$ cat src/rtl/mips_fetch_pkg.sv
// Shared fetch-stage types: word width, default reset PC
// and the redirect kind selected for the consumed instruction.
package mips_fetch_pkg;

  localparam int XLEN = 32;

  localparam logic [XLEN-1:0] RESET_PC_DEF = 32'h0000_0000;

  typedef enum logic [1:0] {
    SEQ,
    BR,
    J,
    JR
  } redir_e;

endpackage

$ cat src/rtl/next_pc_calc.sv
// Redirect selection and target arithmetic for the consumed instruction.
// Ports: pc_i (consumed PC), redirect requests/operands in, kind_o and target_o out.
module next_pc_calc
  import mips_fetch_pkg::*;
(
  input  logic [XLEN-1:0] pc_i,
  input  logic            branch_taken_i,
  input  logic [15:0]     branch_offset_i,
  input  logic            jump_i,
  input  logic [25:0]     jump_index_i,
  input  logic            jr_i,
  input  logic [XLEN-1:0] jr_target_i,
  output redir_e          kind_o,
  output logic [XLEN-1:0] target_o
);

  logic [XLEN-1:0] pc4;
  logic [XLEN-1:0] br_off;

  assign pc4    = pc_i + 32'd4;
  assign br_off = {{14{branch_offset_i[15]}}, branch_offset_i, 2'b00};

  always_comb begin
    kind_o = SEQ;
    if (jr_i) begin
      kind_o = JR;
    end else if (jump_i) begin
      kind_o = J;
    end else if (branch_taken_i) begin
      kind_o = BR;
    end
  end

  always_comb begin
    target_o = pc4;
    unique case (kind_o)
      BR:      target_o = pc4 + br_off;
      J:       target_o = {pc4[31:28], jump_index_i, 2'b00};
      // Word-align the register target.
      JR:      target_o = jr_target_i & ~32'h3;
      default: target_o = pc4;
    endcase
  end

endmodule

$ cat src/rtl/instruction_fetch.sv
// Fetch stage: PC register, IF/ID register and redirect handling.
// Ports: clk/rst, stall/out_ready flow control, branch/jump/jr redirects,
// im_addr/im_instr memory port, out_valid/out_instr/out_pc/out_pc_plus4 to decode.
// Build option: BRANCH_DELAY_SLOT_EN keeps the instruction after a redirect.
module instruction_fetch
  import mips_fetch_pkg::*;
#(
  parameter logic [XLEN-1:0] RESET_PC = RESET_PC_DEF
) (
  input  logic            clk,
  input  logic            rst,
  input  logic            stall,
  input  logic            out_ready,
  input  logic            branch_taken,
  input  logic [15:0]     branch_offset,
  input  logic            jump,
  input  logic [25:0]     jump_index,
  input  logic            jr,
  input  logic [XLEN-1:0] jr_target,
  output logic [XLEN-1:0] im_addr,
  input  logic [XLEN-1:0] im_instr,
  output logic            out_valid,
  output logic [XLEN-1:0] out_instr,
  output logic [XLEN-1:0] out_pc,
  output logic [XLEN-1:0] out_pc_plus4
);

  logic [XLEN-1:0] pc_q, pc_d;
  logic [XLEN-1:0] instr_q, instr_d;
  logic [XLEN-1:0] opc_q, opc_d;
  logic            valid_q, valid_d;
`ifdef BRANCH_DELAY_SLOT_EN
  logic            pend_q, pend_d;
  logic [XLEN-1:0] pend_tgt_q, pend_tgt_d;
`endif

  logic            fire;
  logic            load;
  logic            redirect;
  redir_e          kind;
  logic [XLEN-1:0] target;

  assign im_addr      = pc_q;
  assign out_valid    = valid_q;
  assign out_instr    = instr_q;
  assign out_pc       = opc_q;
  assign out_pc_plus4 = opc_q + 32'd4;

  assign fire     = valid_q & out_ready;
  assign load     = ~stall & (~valid_q | out_ready);
  assign redirect = fire & (kind != SEQ);

  next_pc_calc u_calc (
    .pc_i           (opc_q),
    .branch_taken_i (branch_taken),
    .branch_offset_i(branch_offset),
    .jump_i         (jump),
    .jump_index_i   (jump_index),
    .jr_i           (jr),
    .jr_target_i    (jr_target),
    .kind_o         (kind),
    .target_o       (target)
  );

  always_comb begin
    pc_d    = pc_q;
    instr_d = instr_q;
    opc_d   = opc_q;
    valid_d = valid_q;
`ifdef BRANCH_DELAY_SLOT_EN
    pend_d     = pend_q;
    pend_tgt_d = pend_tgt_q;
`endif

    if (load) begin
      instr_d = im_instr;
      opc_d   = pc_q;
      valid_d = 1'b1;
      pc_d    = pc_q + 32'd4;
    end else if (fire) begin
      valid_d = 1'b0;
    end

`ifdef BRANCH_DELAY_SLOT_EN
    if (redirect) begin
      if (load) begin
        // Word at old pc_q is the delay slot; fetch resumes at target.
        pc_d   = target;
        pend_d = 1'b0;
      end else begin
        // Decode drained under stall: remember target until next load.
        pend_d     = 1'b1;
        pend_tgt_d = target;
      end
    end else if (load && pend_q) begin
      pc_d   = pend_tgt_q;
      pend_d = 1'b0;
    end
`else
    if (redirect) begin
      // Squash the word fetched at old pc_q: leaves one bubble.
      pc_d    = target;
      instr_d = instr_q;
      opc_d   = opc_q;
      valid_d = 1'b0;
    end
`endif
  end

  always_ff @(posedge clk or posedge rst) begin
    if (rst) begin
      pc_q       <= RESET_PC;
      instr_q    <= '0;
      opc_q      <= '0;
      valid_q    <= 1'b0;
`ifdef BRANCH_DELAY_SLOT_EN
      pend_q     <= 1'b0;
      pend_tgt_q <= '0;
`endif
    end else begin
      pc_q       <= pc_d;
      instr_q    <= instr_d;
      opc_q      <= opc_d;
      valid_q    <= valid_d;
`ifdef BRANCH_DELAY_SLOT_EN
      pend_q     <= pend_d;
      pend_tgt_q <= pend_tgt_d;
`endif
    end
  end

endmodule

$ cat config.mk
export PLATFORM = sky130hd
export DESIGN_NAME = instruction_fetch
export DESIGN_NICKNAME = d
export VERILOG_FILES = /design/src/rtl/mips_fetch_pkg.sv /design/src/rtl/next_pc_calc.sv /design/src/rtl/instruction_fetch.sv
export SDC_FILE = /design/constraint.sdc
export NUM_CORES = 1
export LEC_CHECK = 0
export ABC_CLOCK_PERIOD_IN_PS = 3460
export BUFFER_PORTS_ARGS = -buffer_cell sky130_fd_sc_hd__buf_2
export CORE_ASPECT_RATIO = 0.9
export CORE_MARGIN = 4
export CORE_UTILIZATION = 46
export DETAILED_ROUTE_END_ITERATION = 7
export PLACE_DENSITY = 0.87
export SYNTH_ARGS = -nofsm -noshare
export SYNTH_HDL_FRONTEND = slang
export SYNTH_SLANG_ARGS = --single-unit
$ cat constraint.sdc
create_clock -name clk -period 3.46 [get_ports clk]
set_clock_uncertainty 0.2 [all_clocks]
set_input_delay 1.038 -clock clk [delete_from_list [all_inputs] [get_ports clk]]
set_output_delay 1.038 -clock clk [all_outputs]
set_load 0.05 [all_outputs]
* Yosys cells after proc, flatten, opt, wreduce, memory -nomap -nowiden
Index checks and enable logic that the tools add are counted.
Storage, ports and cells: bits in registers 97, input bits 113, logic and storage cells 30
Cells by class: bitwise logic cells 7, muxes and demuxes 9, reduce and logical (&&, ||, !) cells 4, add/sub/neg operators 3, eq/ne operators 3
Operator list (count):
- one-hot mux 32 bit (3 select lines) | 1
- adder 32 x 3 -> 32 bit, second input constant | 2
- 2-to-1 mux 32 bit | 2
- adder 32 bit | 1
- equality test 2 bit, second input constant | 2
- 2-to-1 mux 1 bit | 4
- 2-to-1 mux 2 bit | 2
- nonzero test 2 bit | 2
- AND 1 bit | 3
- inverter 1 bit | 3
- nonzero test 3 bit | 1
- equality test 2 x 1 -> 1 bit, second input constant | 1
- AND reduction 2 bit | 1
- bitwise OR 1 bit | 1

* Logic depth before layout (Yosys ltp)
word-level depth 7, mapped depth 16, mapped depth without buffers 15

* Hierarchy
From an unflattened synthesis, not the netlist that was laid out.
Second synthesis, totals: cell total of the unflattened synthesis 1010, area total of the unflattened synthesis 7802.5 um^2
By module, submodules not included:
- instruction_fetch | instances 1, cells an instance 561, area an instance 4843.4 um^2, seq. area each 2427.3 um^2
- next_pc_calc | instances 1, cells an instance 449, area an instance 2959.1 um^2, seq. area each 0.0 um^2

* Worst setup path after synthesis
Ideal clock, no wire load.
path kind flip-flop to flip-flop, start reg opc_q[3] (netlist: out_pc[3]), end reg pc_q[31] (netlist: im_addr[31]), buffers on the path 0, library setup time 0.129 ns, cell stages (with the launch flop) 15, arrival 4.639 ns, setup slack -1.507 ns, required time 3.131 ns, period minus slack after synthesis 4.967 ns, path through dfrtp_1 ha_1 nand4_1 nor2_1 and2_1 or3b_2 xnor2_1 ha_1 and4_1 a221oi_2 and2_2 a211oi_1 or4_1 nand3_1 a21oi_1
On the way: longest elaborated chain between the ends 4
RTL lines:
- start, declared | RTL line instruction_fetch.sv:30 | logic [XLEN-1:0] opc_q, opc_d;
- start signal, assigned | RTL line instruction_fetch.sv:123 | opc_q <= opc_d;
- adder 32 x 3 -> 32 bit
- net out_pc_plus4[16] | RTL line instruction_fetch.sv:25 | output logic [XLEN-1:0] out_pc_plus4
- adder 32 bit | RTL line next_pc_calc.sv:37 | BR: target_o = pc4 + br_off;
- one-hot mux 32 bit (3 select lines) | RTL line next_pc_calc.sv:36 | unique case (kind_o)
- 2-to-1 mux 32 bit | RTL line instruction_fetch.sv:100 | if (redirect) begin
- end signal, assigned | RTL line instruction_fetch.sv:121 | pc_q <= pc_d;
- end, declared | RTL line instruction_fetch.sv:28 | logic [XLEN-1:0] pc_q, pc_d;
The timed path passes the listed nets, and every way through them passes these cells. A chain may end at the register's enable or synchronous reset.

* Worst setup path after layout
start reg opc_q[3] (netlist: out_pc[3]), end reg pc_q[24] (netlist: im_addr[24])
On the way: longest elaborated chain between the ends 4
RTL lines:
- adder 32 x 3 -> 32 bit (*) | RTL line next_pc_calc.sv:20 | assign pc4 = pc_i + 32'd4;
- adder 32 bit | RTL line next_pc_calc.sv:37
- one-hot mux 32 bit (3 select lines) (*) | RTL line next_pc_calc.sv:36
- 2-to-1 mux 32 bit (*) | RTL line instruction_fetch.sv:100
Mark *: on every way between the ends. The rest lies on a longest branch, timed or not.

==> results.toml <==
[status]
outcome = "complete, but fails checks"
violations = "negative setup slack"

[setup_path]
worst_r2r_path_depth = 17
cp.arrival_ns = 4.02
r2r_slack_ns = -0.54
start_kind = "register"
timing.rr.start = "out_pc[3]"
worst_path_max_delay_cell = "or3b_4"
path_class = "reg -> reg"
crit_chain = "ha_4 -> nand4_1 -> nor2_4 -> and2_4 -> or3b_4 -> xnor2_4 -> ha_4 -> buf_4 -> buf_4 -> nor3_1 -> a211oi_2 -> buf_4 -> o211ai_1 -> o211ai_1 -> xor2_1 -> a222oi_1 -> o21ai_1"
crit_path_max_incr_delay_ns = 0.41
required_ns = 3.48
endpoint_kind = "register"
worstReg2RegEnd = "im_addr[24]"
critPathMostFrequentCell = "buf_4"
path_max_fanout = 4

[synthesis]
synth_top_area_share = 0.364
synth_top_area_cell = "dfrtp_1"
ys_warn_count = 0
ys_ff_latch = 97
post-synth-top-count-cell = "dfrtp_1"
synth_fp_nets = 840
syn_area_um2 = 6670
synth-edff-count = 0
async_flop_share = 1.00
synth_area_leaders = "dfrtp_1 (36%), mux2_2 (10%), ha_1 (6.6%)"
ys_top_cells_by_count = "dfrtp_1 (97), nand2_1 (67), mux2_2 (61)"
syn_avg_cell_area_um2 = 9.65
yosys.cell_types.count = 67
synth-main-ff-cell = "dfrtp_1"
ys_seq_area_frac = 0.364
synthCells = 691

[global_route]
track_usage = 0.295
grt_pass1_vias = 7469
antenna_found_initial = 2
overflow = 0
grt_max_degree = 98
grt_pass1_wl_mm = 38.0

[place]
dp_cells = 1223
place_congestion = 0.970
place_hpwl_mm = 18.3
port-buffer-count = 239

[detailed_routing]
dr.pass1.iters = 6
wire_per_inst_um = 20.6
avgViaCountPerCell = 5.95
ant_nets = 0
drtIter0Drc = 798
wirelength_mm = 26.1
drc_errors = 0
dr_total_vias = 7518

[floorplanning]
start_util = 0.473
coreArea_um2 = 14100
fp.dieArea_um2 = 16500
die_h_um = 122
fp.dieW_um = 135
rows = 41
io_pins = 242

[layout]
drive_gt1_frac = 0.554
fin_util = 0.744
syn2layout_area_growth_pct = 57.4
instances_no_fill = 1264
final_net_count = 1214

[timing]
final.setup.tns_ns = -5.96
rsz0062_at_grt = "yes"
setup_violations = 28
setup_ws_ns = -0.539
max_freq_mhz = 250
worstMarginPinSlew_ns = 0.711
drv_slew = 0
relSlewSlack = 0.522
finalCriticalPeriod_ns = 4.00
whs_ns = 0.303
fin_crit_sh = 1.16
hold_viol = 0

[clocking]
cts_buffers = 9
clock_latency_ns = 0.36
cts_root_buf = "clkbuf_16"
h-tree-depth = 3
ctsHoldBuffers = 0
clk_path_buf_depth = 2
cts_tree = "yes"
numClockSinks = 97
clk_pin_slew_ns = 0.07

[pwr]
seq_power_share = 0.190
power_switching_uw = 5400
comb_power_share = 0.703
powerDensity_nw_per_um2 = 982
sw_frac_of_total = 0.524
p_leak_uw = 0.00494
pwr-share-clk = 0.107
peakVddDrop_uv = 672
intPower_uw = 4910
fin_total_pwr_uw = 10300

[worst_hold_path]
hp-start = "out_instr[0]"
holdPathEnd = "out_instr[0]"
min_path_type = "reg -> reg"
min_path_cells = 1

[run]
drv_cap = 0
==> layout by cell type (no fill, tap or decap), types with 5 or more instances in the layout <==
cell type  instances
a211oi_1           8
a21o_1            10
a21oi_1           33
a21oi_2            8
a222oi_1          11
a22oi_1            5
and3_1             6
and4_1             9
buf_2            220
buf_4            141
buf_6             17
buf_8              7
clkbuf_16          9
dfrtp_1           80
dfrtp_2           17
ha_1              24
ha_4              10
inv_1             16
mux2_2            61
nand2_1           59
nand2b_1           6
nand3_1           25
nand4_1           20
nor2_1            28
nor3_1             8
o211ai_1           6
o21ai_0           17
o21ai_1           11
xnor2_1           24
xnor2_2           13
xnor2_4           10
xor2_1            22
xor2_2             5
==> cell type report <==
cell class / count / area, um2
inverters: 18 / 71.3
multi-input cells: 548 / 4870
clock inverters: 6 / 83.8
diodes: 1 / 2.50
fillers: 906 / 3610
repair buffers: 391 / 2540
flip-flops and latches: 97 / 2450
clock buffers: 10 / 239
well taps: 193 / 241
==> critical path: cells and delay by family (launching register included) <==
family                     cells  cell delay (ns)
and+or+nand+nor                5             1.31
DFF                            1             0.39
AOI/OAI and AO/OA              5             0.80
adders and majority gates      2             0.31
xor gates and xnor gates       2             0.38
buffers and inverters          3             0.46
==> sequential cells by signal, indices dropped and copies added (netlist names) <==
register and flops:
out_pc 32, out_instr 32, im_addr 32, out_valid 1
==> kinds of logic (layout without fill, tap and decap cells) <==
group / count (synthesis) / count (layout) / synth area share
adders and majority gates: 36 / 36 / 0.0687
and+or+nand+nor: 214 / 214 / 0.165
DFF: 97 / 97 / 0.364
buffers and inverters: 46 / 425 / 0.0285
other: 0 / 1 / 0
AOI/OAI and AO/OA: 158 / 158 / 0.165
xor gates and xnor gates: 75 / 75 / 0.0996
muxes: 65 / 65 / 0.109
==> power by group through the flow <==
stage	clock network [uW]	registers [uW]	logic (uW)
2_1_floorplan	0	3320	2960
3_3_place_gp	0	1930	6250
3_5_place_dp	0	1950	6380
4_1_cts	1110	1940	6760
5_1_grt	1160	2020	7610
6_report	1100	1960	7250
==> metrics by stage <==
stage          area [um2]  setup slack [ns]
3_3_place_gp         9420            -0.262
2_1_floorplan        7090            -0.522
4_1_cts             10100            -0.392
6_report            10500            -0.539
5_1_grt             10500            -0.719
3_5_place_dp         9420            -0.321
==> how the worst max path moves through the flow <==
stage	cells after the start	endpoint	slack, ns	from
3_3_place_gp	14	im_addr[28]	-0.26	out_pc[3]
6_report	17	im_addr[24]	-0.54	out_pc[3]
4_1_cts	14	im_addr[24]	-0.39	out_pc[3]
3_5_place_dp	14	im_addr[28]	-0.32	out_pc[3]
2_1_floorplan	13	im_addr[29]	-0.52	out_pc[3]
5_1_grt	17	im_addr[24]	-0.72	out_pc[3]
==> layer usage <==
metal,global-route usage,vias to the layer above,share of wire
met4,0.151,2,0.052
li1,-,3306,-
met5,0,-,0.00031
met3,0.0725,118,0.097
met2,0.480,505,0.47
met1,0.366,3587,0.38
==> repair_timing <==
item	in CTS	in global routing
pin swaps	47	37
cloned	0	0
endpoints found under the setup margin	31	39
gates resized for setup	71	72
buffers inserted	20	13
Power figures use the tool's default switching activity.
